[config.mk]
export PLATFORM = sky130hd
export DESIGN_NAME = serial_operand_feeder
export DESIGN_NICKNAME = d
export VERILOG_FILES = /design/src/rtl/serial_pkg.sv /design/src/rtl/serial_operand_feeder_piso_shift.sv /design/src/rtl/serial_operand_feeder.sv
export SDC_FILE = /design/constraint.sdc
export NUM_CORES = 1
export LEC_CHECK = 0
export CORE_MARGIN = 3
export CORE_UTILIZATION = 50
export DETAILED_ROUTE_END_ITERATION = 6
export DONT_BUFFER_PORTS = 1
export GPL_ROUTABILITY_DRIVEN = 0
export PLACE_DENSITY = 0.7
export SYNTH_ARGS = -nofsm -noshare
export SYNTH_HDL_FRONTEND = slang
export SYNTH_SLANG_ARGS = --single-unit
[constraint.sdc]
create_clock -name clk -period 1.3 [get_ports clk]
set_input_delay 0.26 -clock clk [delete_from_list [all_inputs] [get_ports clk]]
set_output_delay 0.26 -clock clk [all_outputs]
set_load 0.01 [all_outputs]
[src/rtl/serial_pkg.sv]
`default_nettype none
// ============================================================================
//  Module      : serial_pkg
//  Description : Shared types and constants for the bit-serial operand
//                feeder: sequencer state encoding, default operand width
//                and the beat-counter width helper.
//  Revision    : 1.0 - initial release
// ============================================================================
package serial_pkg;

    // Default operand width in bits (legal range 1..32)
    localparam int DEFAULT_WIDTH = 4;

    // Sequencer states
    typedef enum logic [0:0] {
        IDLE  = 1'b0,
        SHIFT = 1'b1
    } state_t;

    // Beat counter width: wide enough to hold 0..WIDTH
    function automatic int cnt_width(input int width);
        return $clog2(width + 1);
    endfunction

endpackage : serial_pkg
`default_nettype wire

[src/rtl/serial_operand_feeder_piso_shift.sv]
`default_nettype none
// ============================================================================
//  Module      : piso_shift
//  Description : Parallel-in serial-out shift register. Load takes priority
//                over shift; shifting moves data toward bit 0 with zero fill.
//                Bit 0 is presented on ser_out.
//  Revision    : 1.0 - initial release
// ============================================================================
module piso_shift #(
    parameter int WIDTH = 4
) (
    input  logic             clk,
    input  logic             rst_n,
    input  logic             load,
    input  logic [WIDTH-1:0] load_data,
    input  logic             shift_en,
    output logic             ser_out
);

    logic [WIDTH-1:0] r_sh;

    // Load a new word or shift right by one with zero fill
    always_ff @(posedge clk or negedge rst_n) begin
        if (!rst_n) begin
            r_sh <= '0;
        end else if (load) begin
            r_sh <= load_data;
        end else if (shift_en) begin
            r_sh <= r_sh >> 1;
        end
    end

    assign ser_out = r_sh[0];

endmodule : piso_shift
`default_nettype wire

[src/rtl/serial_operand_feeder.sv]
`default_nettype none
// ============================================================================
//  Module      : serial_operand_feeder
//  Description : Accepts an operand pair over valid/ready and streams it
//                LSB-first, one bit pair per accepted beat, with first/last
//                framing for a downstream bit-serial adder. A new pair may be
//                loaded on the last beat for zero-bubble back-to-back use.
//  Options     : SERIAL_SUB_EN - adds in_sub; when latched high, B is
//                inverted and cin_bit=1 on the first beat (A-B).
//  Revision    : 1.0 - initial release
// ============================================================================
module serial_operand_feeder
    import serial_pkg::*;
#(
    parameter int WIDTH = DEFAULT_WIDTH
) (
    input  logic             clk,
    input  logic             rst_n,
    input  logic [WIDTH-1:0] in_a,
    input  logic [WIDTH-1:0] in_b,
`ifdef SERIAL_SUB_EN
    input  logic             in_sub,
`endif
    input  logic             in_valid,
    output logic             in_ready,
    output logic             bit_a,
    output logic             bit_b,
    output logic             cin_bit,
    output logic             bit_valid,
    input  logic             bit_ready,
    output logic             bit_first,
    output logic             bit_last,
    output logic             busy
);

    localparam int            CW       = cnt_width(WIDTH);
    localparam logic [CW-1:0] LAST_CNT = CW'(WIDTH - 1);

    state_t        r_state;
    logic [CW-1:0] r_cnt;
    logic          r_valid;
    logic          r_first;
    logic          r_last;

    logic          w_beat;
    logic          w_load;
    logic [CW-1:0] w_cnt_nxt;
    logic          w_a0;
    logic          w_b0;

    assign w_beat    = r_valid & bit_ready;
    // In SHIFT a new pair is only taken on the final accepted beat
    assign in_ready  = (r_state == IDLE) | (r_last & bit_ready);
    assign w_load    = in_valid & in_ready;
    assign w_cnt_nxt = r_cnt + CW'(1);

    piso_shift #(.WIDTH(WIDTH)) u_sh_a (
        .clk       (clk),
        .rst_n     (rst_n),
        .load      (w_load),
        .load_data (in_a),
        .shift_en  (w_beat),
        .ser_out   (w_a0)
    );

    piso_shift #(.WIDTH(WIDTH)) u_sh_b (
        .clk       (clk),
        .rst_n     (rst_n),
        .load      (w_load),
        .load_data (in_b),
        .shift_en  (w_beat),
        .ser_out   (w_b0)
    );

    // Sequencer: state, beat counter and registered framing flags
    always_ff @(posedge clk or negedge rst_n) begin
        if (!rst_n) begin
            r_state <= IDLE;
            r_cnt   <= '0;
            r_valid <= 1'b0;
            r_first <= 1'b0;
            r_last  <= 1'b0;
        end else begin
            case (r_state)
                IDLE: begin
                    if (in_valid) begin
                        r_state <= SHIFT;
                        r_cnt   <= '0;
                        r_valid <= 1'b1;
                        r_first <= 1'b1;
                        r_last  <= (LAST_CNT == '0);
                    end
                end
                SHIFT: begin
                    if (bit_ready) begin
                        if (r_last) begin
                            if (in_valid) begin
                                // Back-to-back: restart at bit 0 without a bubble
                                r_cnt   <= '0;
                                r_first <= 1'b1;
                                r_last  <= (LAST_CNT == '0);
                            end else begin
                                r_state <= IDLE;
                                r_cnt   <= '0;
                                r_valid <= 1'b0;
                                r_first <= 1'b0;
                                r_last  <= 1'b0;
                            end
                        end else begin
                            r_cnt   <= w_cnt_nxt;
                            r_first <= 1'b0;
                            r_last  <= (w_cnt_nxt == LAST_CNT);
                        end
                    end
                end
                default: begin
                    r_state <= IDLE;
                    r_valid <= 1'b0;
                    r_first <= 1'b0;
                    r_last  <= 1'b0;
                end
            endcase
        end
    end

    assign bit_valid = r_valid;
    assign bit_first = r_first;
    assign bit_last  = r_last;
    assign busy      = (r_state == SHIFT);
    assign bit_a     = r_valid & w_a0;

`ifdef SERIAL_SUB_EN
    logic r_sub;

    // Subtract flag travels with the operand pair it was sampled with
    always_ff @(posedge clk or negedge rst_n) begin
        if (!rst_n) begin
            r_sub <= 1'b0;
        end else if (w_load) begin
            r_sub <= in_sub;
        end else if (w_beat && r_last) begin
            r_sub <= 1'b0;
        end
    end

    assign bit_b   = r_valid & (w_b0 ^ r_sub);
    assign cin_bit = r_sub & r_first;
`else
    assign bit_b   = r_valid & w_b0;
    assign cin_bit = 1'b0;
`endif

endmodule : serial_operand_feeder
`default_nettype wire

==> impl_metrics.csv, run 1 <==
group,metric,value,unit
floorplan,initial_utilization,56.7,%
floorplan,die_y,45.6,microns
placement,dp_slack,-43.6,ps
synth,ys_warn_count,0,
clocking,clk_latency,280,ps
synth,synth.avg_cell_area,10.1,sq um
pwr,p_sw,0.000721,W
sta,finalCritPeriodShare,99.1,%
sta,slew-limit-headroom,55.2,%
global_routing,grt.overflow.total,0,
synth,ys_ff_latch,15,
worst_setup_path,cp_top_family,"flip-flops",
worst_setup_path,worstPathArrival,1470,ps
pwr,pwr-share-seq,39.9,%
pwr,ir_drop,0.00160,V
cells_and_area,nets,102,
worst_setup_path,startpoint_type,"register",
sta,rsz0062_at_grt,"yes",
worst_setup_path,setup.worst_path.class,"reg -> reg",
sta,worstMarginPinSlew,670,ps
sta,setup-violations-final,0,
cells_and_area,syn2layout_area_growth,16.3,%
worst_setup_path,cp_num_buf_inv,1,
placement,placed_area,808,sq um
pwr,leakage,0.465,nW
sta,hold_ws,81.5,ps
route,routedWlPerCell,16.2,microns
worst_setup_path,cp_slowest_stage_delay,410,ps
synth,syn-instance-count,78,
worst_setup_path,path_cells,"inv_2, ha_4, nor2_1, mux2_4, a22o_1",
clocking,cts_num_sinks,15,
synth,synthesis.nets,92,
synth,synth_area,785,sq um
sta,clock_skew,1.01,ps
floorplan,coreArea,1380,sq um
global_routing,antenna_found_initial,0,
placement,dp.cells,93,
sta,finalHoldViolCount,0,
route,vias,608,
route,vias_per_cell,5.96,
route,drc_errors,0,
floorplan,die_w,45.6,microns
pwr,cellInternalPower,0.00130,W
hold_path,hold_path.class,"in -> reg",
global_routing,grt_max_degree,16,
route,dr.pass1.iters,4,
floorplan,dieArea,2080,sq um
cells_and_area,n_antenna_cell,0,
cells_and_area,fillers,109,
floorplan,rows,13,
clocking,cts-root-buf,"clkbuf_4",
sta,period_needed,1290,ps
cells_and_area,final_common_cell,"dfrtp_1",
clocking,path_clk_slew,90,ps
pwr,clock_power_share,13.2,%
pwr,p_comb_share,46.9,%
route,first_iter_violations,15,
synth,yosysSeqAreaShare,47.8,%
worst_setup_path,cpMaxStageDelayCell,"dfrtp_1",
worst_setup_path,endpoint_kind,"register",
pwr,power_per_cell_area,2220,nW/um^2
sta,fin_ws,11.5,ps
pwr,netSwitchingFraction,35.6,%
route,totalWireLength,1650,microns
cells_and_area,postLayoutCoreUtil,66.0,%
cells_and_area,drive_gt1_share,21.8,%
worst_setup_path,required,1480,ps
floorplan,ios,20,
cells_and_area,final_area,912,sq um
global_routing,grt_pass1_wl,2530,microns
sta,max_freq,0.776,GHz
global_routing,grt_usage,17.2,%
clocking,cts_tree,"yes",
cells_and_area,final_cell_mix,"15 x dfrtp_1, 10 x o21ai_1, 9 x nand3_1",
synth,yosysUniqueCellTypes,27,
run,maxCapViolCount,0,
route,drtAntennaViolNets,0,
clocking,cts_made_buffers,3,
clocking,cts.htree.levels,1,
placement,io_buffers,0,
worst_setup_path,worstPathMaxFanout,3,
sta,maxSlewViolCount,0,
outcome,status,"finished clean",
clocking,clk_path_buf_depth,2,
global_routing,grt_pass1_vias,593,
cells_and_area,stdcell_count,102,
-- synth_stat cells --
master	instances	area share (%)
a22o_1	2	2.2
nand3_1	9	5.7
ha_1	2	3.2
clkbuf_1	1	0.48
a21oi_1	2	1.3
buf_2	2	1.3
or3b_1	1	1.1
mux2i_1	6	7.7
o21ai_1	10	6.4
inv_1	2	0.96
buf_6	1	1.4
nand2_1	5	2.4
nand4b_1	1	1.1
o31ai_1	1	0.96
dfrtp_1	15	48
nand2b_1	1	0.80
buf_4	2	1.9
and2_1	3	2.4
a211o_1	1	1.1
a21o_1	2	1.9
nor2b_1	1	0.80
xnor2_1	1	1.1
conb_1	1	0.48
nor2_1	3	1.4
mux2_1	1	1.4
nor4bb_1	1	1.3
a21bo_1	1	1.3
-- layout make-up --
cell class | count | area [sq um] | share of cell area [%]
multi-input cells | 55 | 398 | 43.6
clock buffers | 4 | 26.3 | 2.88
inverters | 2 | 7.51 | 0.823
well taps | 15 | 18.8 | 2.06
repair buffers | 11 | 86.3 | 9.47
flip-flops and latches | 15 | 375 | 41.2
-- final timing paths --
kind,startpoint,to,slack (ps),cells past startpoint
setup / recovery,r_cnt[0],r_cnt[1],10,5
hold / removal,in_valid,busy,80,1
setup reg to reg,r_cnt[0],r_cnt[1],10,5
hold reg to reg,u_sh_b.r_sh[3],u_sh_b.r_sh[3],520,2
max in group asynchronous,rst_n,u_sh_a.r_sh[1],430,1
min in group asynchronous,rst_n,u_sh_b.r_sh[0],450,1
-- routing by layer --
layer | vias to the layer above | share of wire (%) | global-route usage [%]
li1 | 292 | - | -
met1 | 286 | 46 | 21.7
met2 | 23 | 43 | 25.6
met3 | 7 | 7.3 | 3.56
met4 | 0 | 3.8 | 12.9
met5 | - | 0 | 0
-- metrics by stage --
stage / TNS, ps / power, W
2_1_floorplan: 0 / 0.00135
3_3_place_gp: 0 / 0.00148
3_5_place_dp: -43.6 / 0.00153
4_1_cts: -0.464 / 0.00193
5_1_grt: -41.0 / 0.00216
6_report: 0 / 0.00202
-- cell families after synthesis --
| logic type | share of synthesized area, % |
|---|---|
| AND/OR/NAND/NOR | 17.1 |
| AO/OA/AOI/OAI | 15.2 |
| flip-flops | 47.8 |
| buffers and inverters | 6.06 |
| multiplexers | 9.09 |
| adder cells (fa/ha/maj) | 3.19 |
| other | 0.478 |
| XOR/XNOR | 1.12 |
-- power groups by stage --
stage | combinational [W] | clock, W | sequential, W
final | 0.000948 | 0.000267 | 0.000808
after CTS | 0.000864 | 0.000268 | 0.000798
after floorplan | 0.000543 | 0 | 0.000807
after global placement | 0.000679 | 0 | 0.000806
after detailed placement | 0.000714 | 0 | 0.000820
after global routing | 0.00104 | 0.000292 | 0.000828
-- flip-flops by register name, summed over array words and instances (netlist names) --
register	flops
r_cnt	3
bit_valid	1
bit_last	1
u_sh_a.r_sh	4
busy	1
bit_first	1
u_sh_b.r_sh	4
-- what timing repair did --
item / CTS / global route
setup buffers: 3 / 0
hold buffers: 1 / 0
pin swaps: 3 / 3
hold endpoints to repair: 15 / 0
setup endpoints to repair: 2 / 4
cloned: 0 / 1
resized for setup: 4 / 4
(Power assumes the default switching activity.)
==> inputs of run 2 (changes only) <==
PLACE_DENSITY = 0.67   (was 0.7)
clock period = 1.45 ns   (was 1.3 ns; I/O delays follow)
==> impl_metrics.csv, run 2 (synthesis results as in run 1) <==
group,metric,value,unit
cells_and_area,multi_input_area,362,sq um
route,vias,571,
route,wl_met2,626,microns
cells_and_area,syn2layout_area_growth,8.45,%
placement,dp.cells,91,
worst_setup_path,startpoint_type,"register",
sta,worstMarginPinSlew,669,ps
global_routing,antenna_found_initial,0,
sta,finalHoldViolCount,0,
hold_path,holdPathStages,1,
pwr,power_per_cell_area,1900,nW/um^2
clocking,cts_tree,"yes",
floorplan,die_y,45.6,microns
clocking,clk_latency,280,ps
clocking,cts_num_sinks,15,
cells_and_area,n_antenna_cell,0,
sta,max_freq,0.721,GHz
worst_setup_path,timing.rr.start,"r_cnt[0]",
cells_and_area,fillers,128,
route,top_layer,"met3",
global_routing,grt_pass1_wl,2480,microns
clocking,cts_made_buffers,3,
pwr,ir_drop,0.00117,V
floorplan,initial_utilization,56.7,%
sta,tns,0,ps
route,vias_per_cell,5.83,
cells_and_area,final_area,851,sq um
pwr,leakage,0.433,nW
worst_setup_path,setup.worst_path.class,"reg -> out",
floorplan,coreArea,1380,sq um
sta,period_needed,1390,ps
hold_path,whs_endpoint,"busy",
route,dr.pass1.iters,4,
floorplan,ios,20,
run,maxCapViolCount,0,
sta,finalCritPeriodShare,95.6,%
placement,placed_area,793,sq um
route,routedWlPerCell,15.5,microns
route,totalWireLength,1520,microns
sta,rsz0062_at_grt,"no",
pwr,finalPower,0.00161,W
cells_and_area,reg_top3,"u_sh_a.r_sh: 4 flops, u_sh_b.r_sh: 4 flops, r_cnt: 3 flops",
clocking,cts.htree.levels,1,
hold_path,hold_path.class,"in -> reg",
floorplan,rows,13,
cells_and_area,final_cell_mix,"13 x dfrtp_1, 10 x o21ai_1, 9 x nand3_1",
worst_setup_path,r2r_cells,5,
cells_and_area,nets,98,
route,drtAntennaViolNets,0,
cells_and_area,postLayoutCoreUtil,61.5,%
cells_and_area,final_common_cell,"dfrtp_1",
global_routing,grt_pass1_vias,567,
worst_setup_path,required,1160,ps
worst_setup_path,worstPathMaxFanout,10,
placement,io_buffers,0,
worst_setup_path,worstPathArrival,1100,ps
hold_path,hold_start,"in_valid",
placement,dpl.hpwl,1030,microns
sta,slew-limit-headroom,55.3,%
route,wl_met3,101,microns
floorplan,die_w,45.6,microns
sta,setup-violations-final,0,
worst_setup_path,rr_endpoint,"r_cnt[1]",
clocking,clk_path_buf_depth,2,
global_routing,grt_max_degree,16,
cells_and_area,drive_gt1_share,13.3,%
route,wl_met1,795,microns
clocking,path_clk_slew,90,ps
cells_and_area,regArea,378,sq um
cells_and_area,stdcell_count,98,
clocking,cts-root-buf,"clkbuf_4",
global_routing,grt.overflow.total,0,
route,first_iter_violations,8,
worst_setup_path,endpoint_kind,"primary output",
sta,maxSlewViolCount,0,
worst_setup_path,rrSetupSlack,100,ps
sta,clock_skew,0.801,ps
global_routing,grt_usage,16.8,%
outcome,status,"finished clean",
floorplan,dieArea,2080,sq um
route,drc_errors,0,
==> run 2: timing repair <==
action | in CTS | in global routing
gates resized for setup | 2 | 1
setup endpoints to repair | 1 | 1
hold endpoints to repair | 15 | 0
pin swaps | 0 | 1
buffers inserted | 0 | 2
hold buffers | 1 | 0
==> run 2: through the flow <==
| stage | hold slack [ps] | worst slack (ps) |
|---|---|---|
| 2_1_floorplan | -5.59 | 168 |
| 3_3_place_gp | -5.19 | 151 |
| 3_5_place_dp | -5.19 | 110 |
| 4_1_cts | 109 | 7.03 |
| 5_1_grt | 110 | 17.6 |
| 6_report | 112 | 64.0 |
==> run 2: layout make-up <==
| class | count | area share, % |
|---|---|---|
| multi-input cells | 55 | 42.5 |
| well taps | 15 | 2.21 |
| repair buffers | 7 | 6.91 |
| flip-flops and latches | 15 | 44.4 |
| inverters | 2 | 0.882 |
| clock buffers | 4 | 3.09 |
==> run 2: per-layer routing <==
metal  vias to the layer above  GRT usage (%)
met4                         0           3.51
li1                        284              -
met1                       270           22.6
met3                         0           7.51
met5                         -              0
met2                        17           24.8
==> run 2: worst max-delay path: stages (launching register included) <==
cell and delay [ps]:
dfrtp_2 470, a21bo_1 200, buf_6 150
==> run 2: worst max path at each step <==
stage / start / to / slack [ps]
floorplan: r_cnt[0] / r_cnt[1] / 170
global placement: busy / bit_first / 150
detailed placement: r_cnt[0] / r_cnt[1] / 110
CTS: busy / in_ready / 7
global route: busy / in_ready / 20
finish: bit_last / in_ready / 60
==> run 2: report_power, final <==
| group | internal (W) | switching, W | total, W | leakage (nW) |
|---|---|---|---|---|
| Combinational | 0.000331 | 0.000298 | 0.000629 | 0.232 |
| Clock | 0.000107 | 0.000133 | 0.000240 | 0.0150 |
| Sequential | 0.000597 | 0.000147 | 0.000744 | 0.185 |
==> inputs of run 3 (changes only) <==
ABC_AREA = 1   (was not set)
==> impl_metrics.csv, run 3 <==
group,metric,value,unit
outcome,status,"finished clean",
global_routing,grt_usage,15.4,%
worst_setup_path,startpoint_type,"register",
floorplan,rows,14,
sta,finalCritPeriodShare,94.3,%
synth,yosysUniqueCellTypes,17,
synth,syn-instance-count,106,
sta,maxSlewViolCount,0,
global_routing,grt.overflow.total,0,
synth,ys_ff_latch,15,
placement,io_buffers,0,
sta,rsz0062_at_grt,"no",
worst_setup_path,timing.rr.start,"bit_last",
placement,dpl.hpwl,1070,microns
synth,synth_area_leaders,"dfrtp_1 46%, nand2_1 17%, nand3_1 12%",
worst_setup_path,cp_num_buf_inv,0,
floorplan,dieArea,2170,sq um
synth,yosys.area.top_type_share,45.6,%
clocking,cts-root-buf,"clkbuf_4",
sta,tns,0,ps
synth,synth_edf_count,0,
hold_path,hold_start,"in_a[3]",
floorplan,ios,20,
floorplan,die_w,46.6,microns
sta,worstMarginPinSlew,678,ps
route,vias,646,
floorplan,coreArea,1520,sq um
route,drtAntennaViolNets,0,
floorplan,initial_utilization,54.0,%
clocking,cts_tree,"yes",
synth,synth_area,823,sq um
sta,clock_skew,3.57,ps
global_routing,grt_pass1_vias,545,
run,maxCapViolCount,0,
clocking,ctsResizeCount,0,
cells_and_area,syn2layout_area_growth,2.58,%
synth,synth_top_cell_by_area,"dfrtp_1",
route,vias_per_cell,5.17,
cells_and_area,nets,124,
cells_and_area,postLayoutCoreUtil,55.4,%
clocking,cts_num_sinks,15,
worst_setup_path,cp-startpoint,"bit_last",
sta,slew-limit-headroom,54.6,%
synth,synth_common_cells,"38 x nand2_1, 19 x nand3_1, 17 x inv_1",
synth,synthesis.nets,120,
pwr,leakage,0.514,nW
worst_setup_path,r2r_cells,6,
clocking,path_clk_slew,90,ps
worst_setup_path,cp_slowest_stage_delay,450,ps
sta,finalHoldViolCount,0,
cells_and_area,final_common_cell,"nand2_1",
worst_setup_path,path_cells,"nand2_1, nand2_2",
sta,max_freq,0.731,GHz
worst_setup_path,rr_endpoint,"u_sh_b.r_sh[1]",
clocking,postCtsSetupBuffers,0,
hold_path,hold_path.class,"in -> reg",
route,routedWlPerCell,11.8,microns
worst_setup_path,rrSetupSlack,180,ps
worst_setup_path,required,1160,ps
hold_path,holdPathStages,2,
route,first_iter_violations,14,
synth,yosysMostFrequentCell,"nand2_1",
worst_setup_path,setup.worst_path.class,"reg -> out",
global_routing,grt_max_degree,16,
cells_and_area,fillers,141,
worst_setup_path,worstPathArrival,1080,ps
synth,async_reset_ff_share,100,%
clocking,cts.htree.levels,1,
sta,period_needed,1370,ps
pwr,ir_drop,0.000945,V
cells_and_area,reg_top3,"u_sh_a.r_sh: 4 flops, u_sh_b.r_sh: 4 flops, r_cnt: 3 flops",
cells_and_area,n_antenna_cell,0,
cells_and_area,final_cell_mix,"38 x nand2_1, 19 x nand3_1, 17 x inv_1",
floorplan,die_y,46.6,microns
cells_and_area,drive_gt1_share,9.17,%
clocking,cts_made_buffers,3,
clocking,clk_latency,280,ps
synth,ys_warn_count,0,
worst_setup_path,cpMaxStageDelayCell,"dfrtp_1",
worst_setup_path,endpoint_kind,"primary output",
route,dr.pass1.iters,4,
clocking,clk_path_buf_depth,2,
worst_setup_path,cp_top_family,"flip-flops",
hold_path,whs_endpoint,"u_sh_a.r_sh[3]",
global_routing,grt_pass1_wl,2370,microns
sta,setup-violations-final,0,
synth,yosysSeqAreaShare,45.6,%
synth,synth_flop_cell,"dfrtp_1",
route,totalWireLength,1470,microns
clocking,cts_hold_buf,1,
global_routing,antenna_found_initial,0,
synth,synth.avg_cell_area,7.77,sq um
route,drc_errors,0,
pwr,power_per_cell_area,1870,nW/um^2
worst_setup_path,worstPathMaxFanout,12,
## run 3: cell types whose count changed in the layout (fill, tap and decap cells not counted), sizes merged, moves of 3 or more
cell,delta
o21ai,-7
nand2,+37
nand3,+10
and2,-3
buf,-4
inv,+15
mux2i,-6
## run 3: where the power goes
group | leakage [nW] | switching [W] | internal [W]
registers | 0.189 | 0.000126 | 0.000603
logic | 0.310 | 0.000384 | 0.000224
clock network | 0.0150 | 0.000135 | 0.000107
## run 3: how the worst max path moves through the flow
stage                     end  slack [ps]  depth (start not counted)
2_1_floorplan        in_ready         390                          2
3_3_place_gp   u_sh_b.r_sh[2]         240                          6
3_5_place_dp   u_sh_b.r_sh[1]         210                          6
4_1_cts              in_ready          80                          2
5_1_grt              in_ready          20                          2
6_report             in_ready          80                          2
## run 3: layer usage
metal | GRT usage, % | part of all wire (%) | vias to the layer above | wire length (microns)
met5 | 0 | 0 | - | 0
met4 | 6.82 | 1.0 | 0 | 15
met1 | 22.7 | 52 | 297 | 764
met3 | 3.91 | 4.3 | 2 | 63
met2 | 20.6 | 43 | 19 | 625
li1 | - | - | 328 | -
## run 3: cells by family after synthesis
kind of cell,Yosys count,synth area share [%]
compound gates,4,3.04
xor+xnor,1,1.06
fa+ha+maj,2,3.04
buf+inv,21,13.8
flops,15,45.6
other cells,1,0.455
simple gates,62,33.0
## run 3: area by class of cell
cell class | count | area (sq um) | area share (%)
multi-input cells | 70 | 334 | 39.6
flip-flops and latches | 15 | 375 | 44.4
well taps | 16 | 20.0 | 2.37
repair buffers | 3 | 25.0 | 2.96
clock buffers | 4 | 26.3 | 3.11
inverters | 17 | 63.8 | 7.56
## run 3: stage by stage
stage	cells	worst slack (ps)	instance area [sq um]	power (W)	hold slack (ps)
finish	125	82.1	845	0.00158	153
global route	125	22.5	845	0.00173	150
CTS	125	84.4	845	0.00159	156
detailed placement	120	211	808	0.00134	-5.20
global placement	120	243	808	0.00132	-5.18
floorplan	106	391	823	0.00125	-5.59
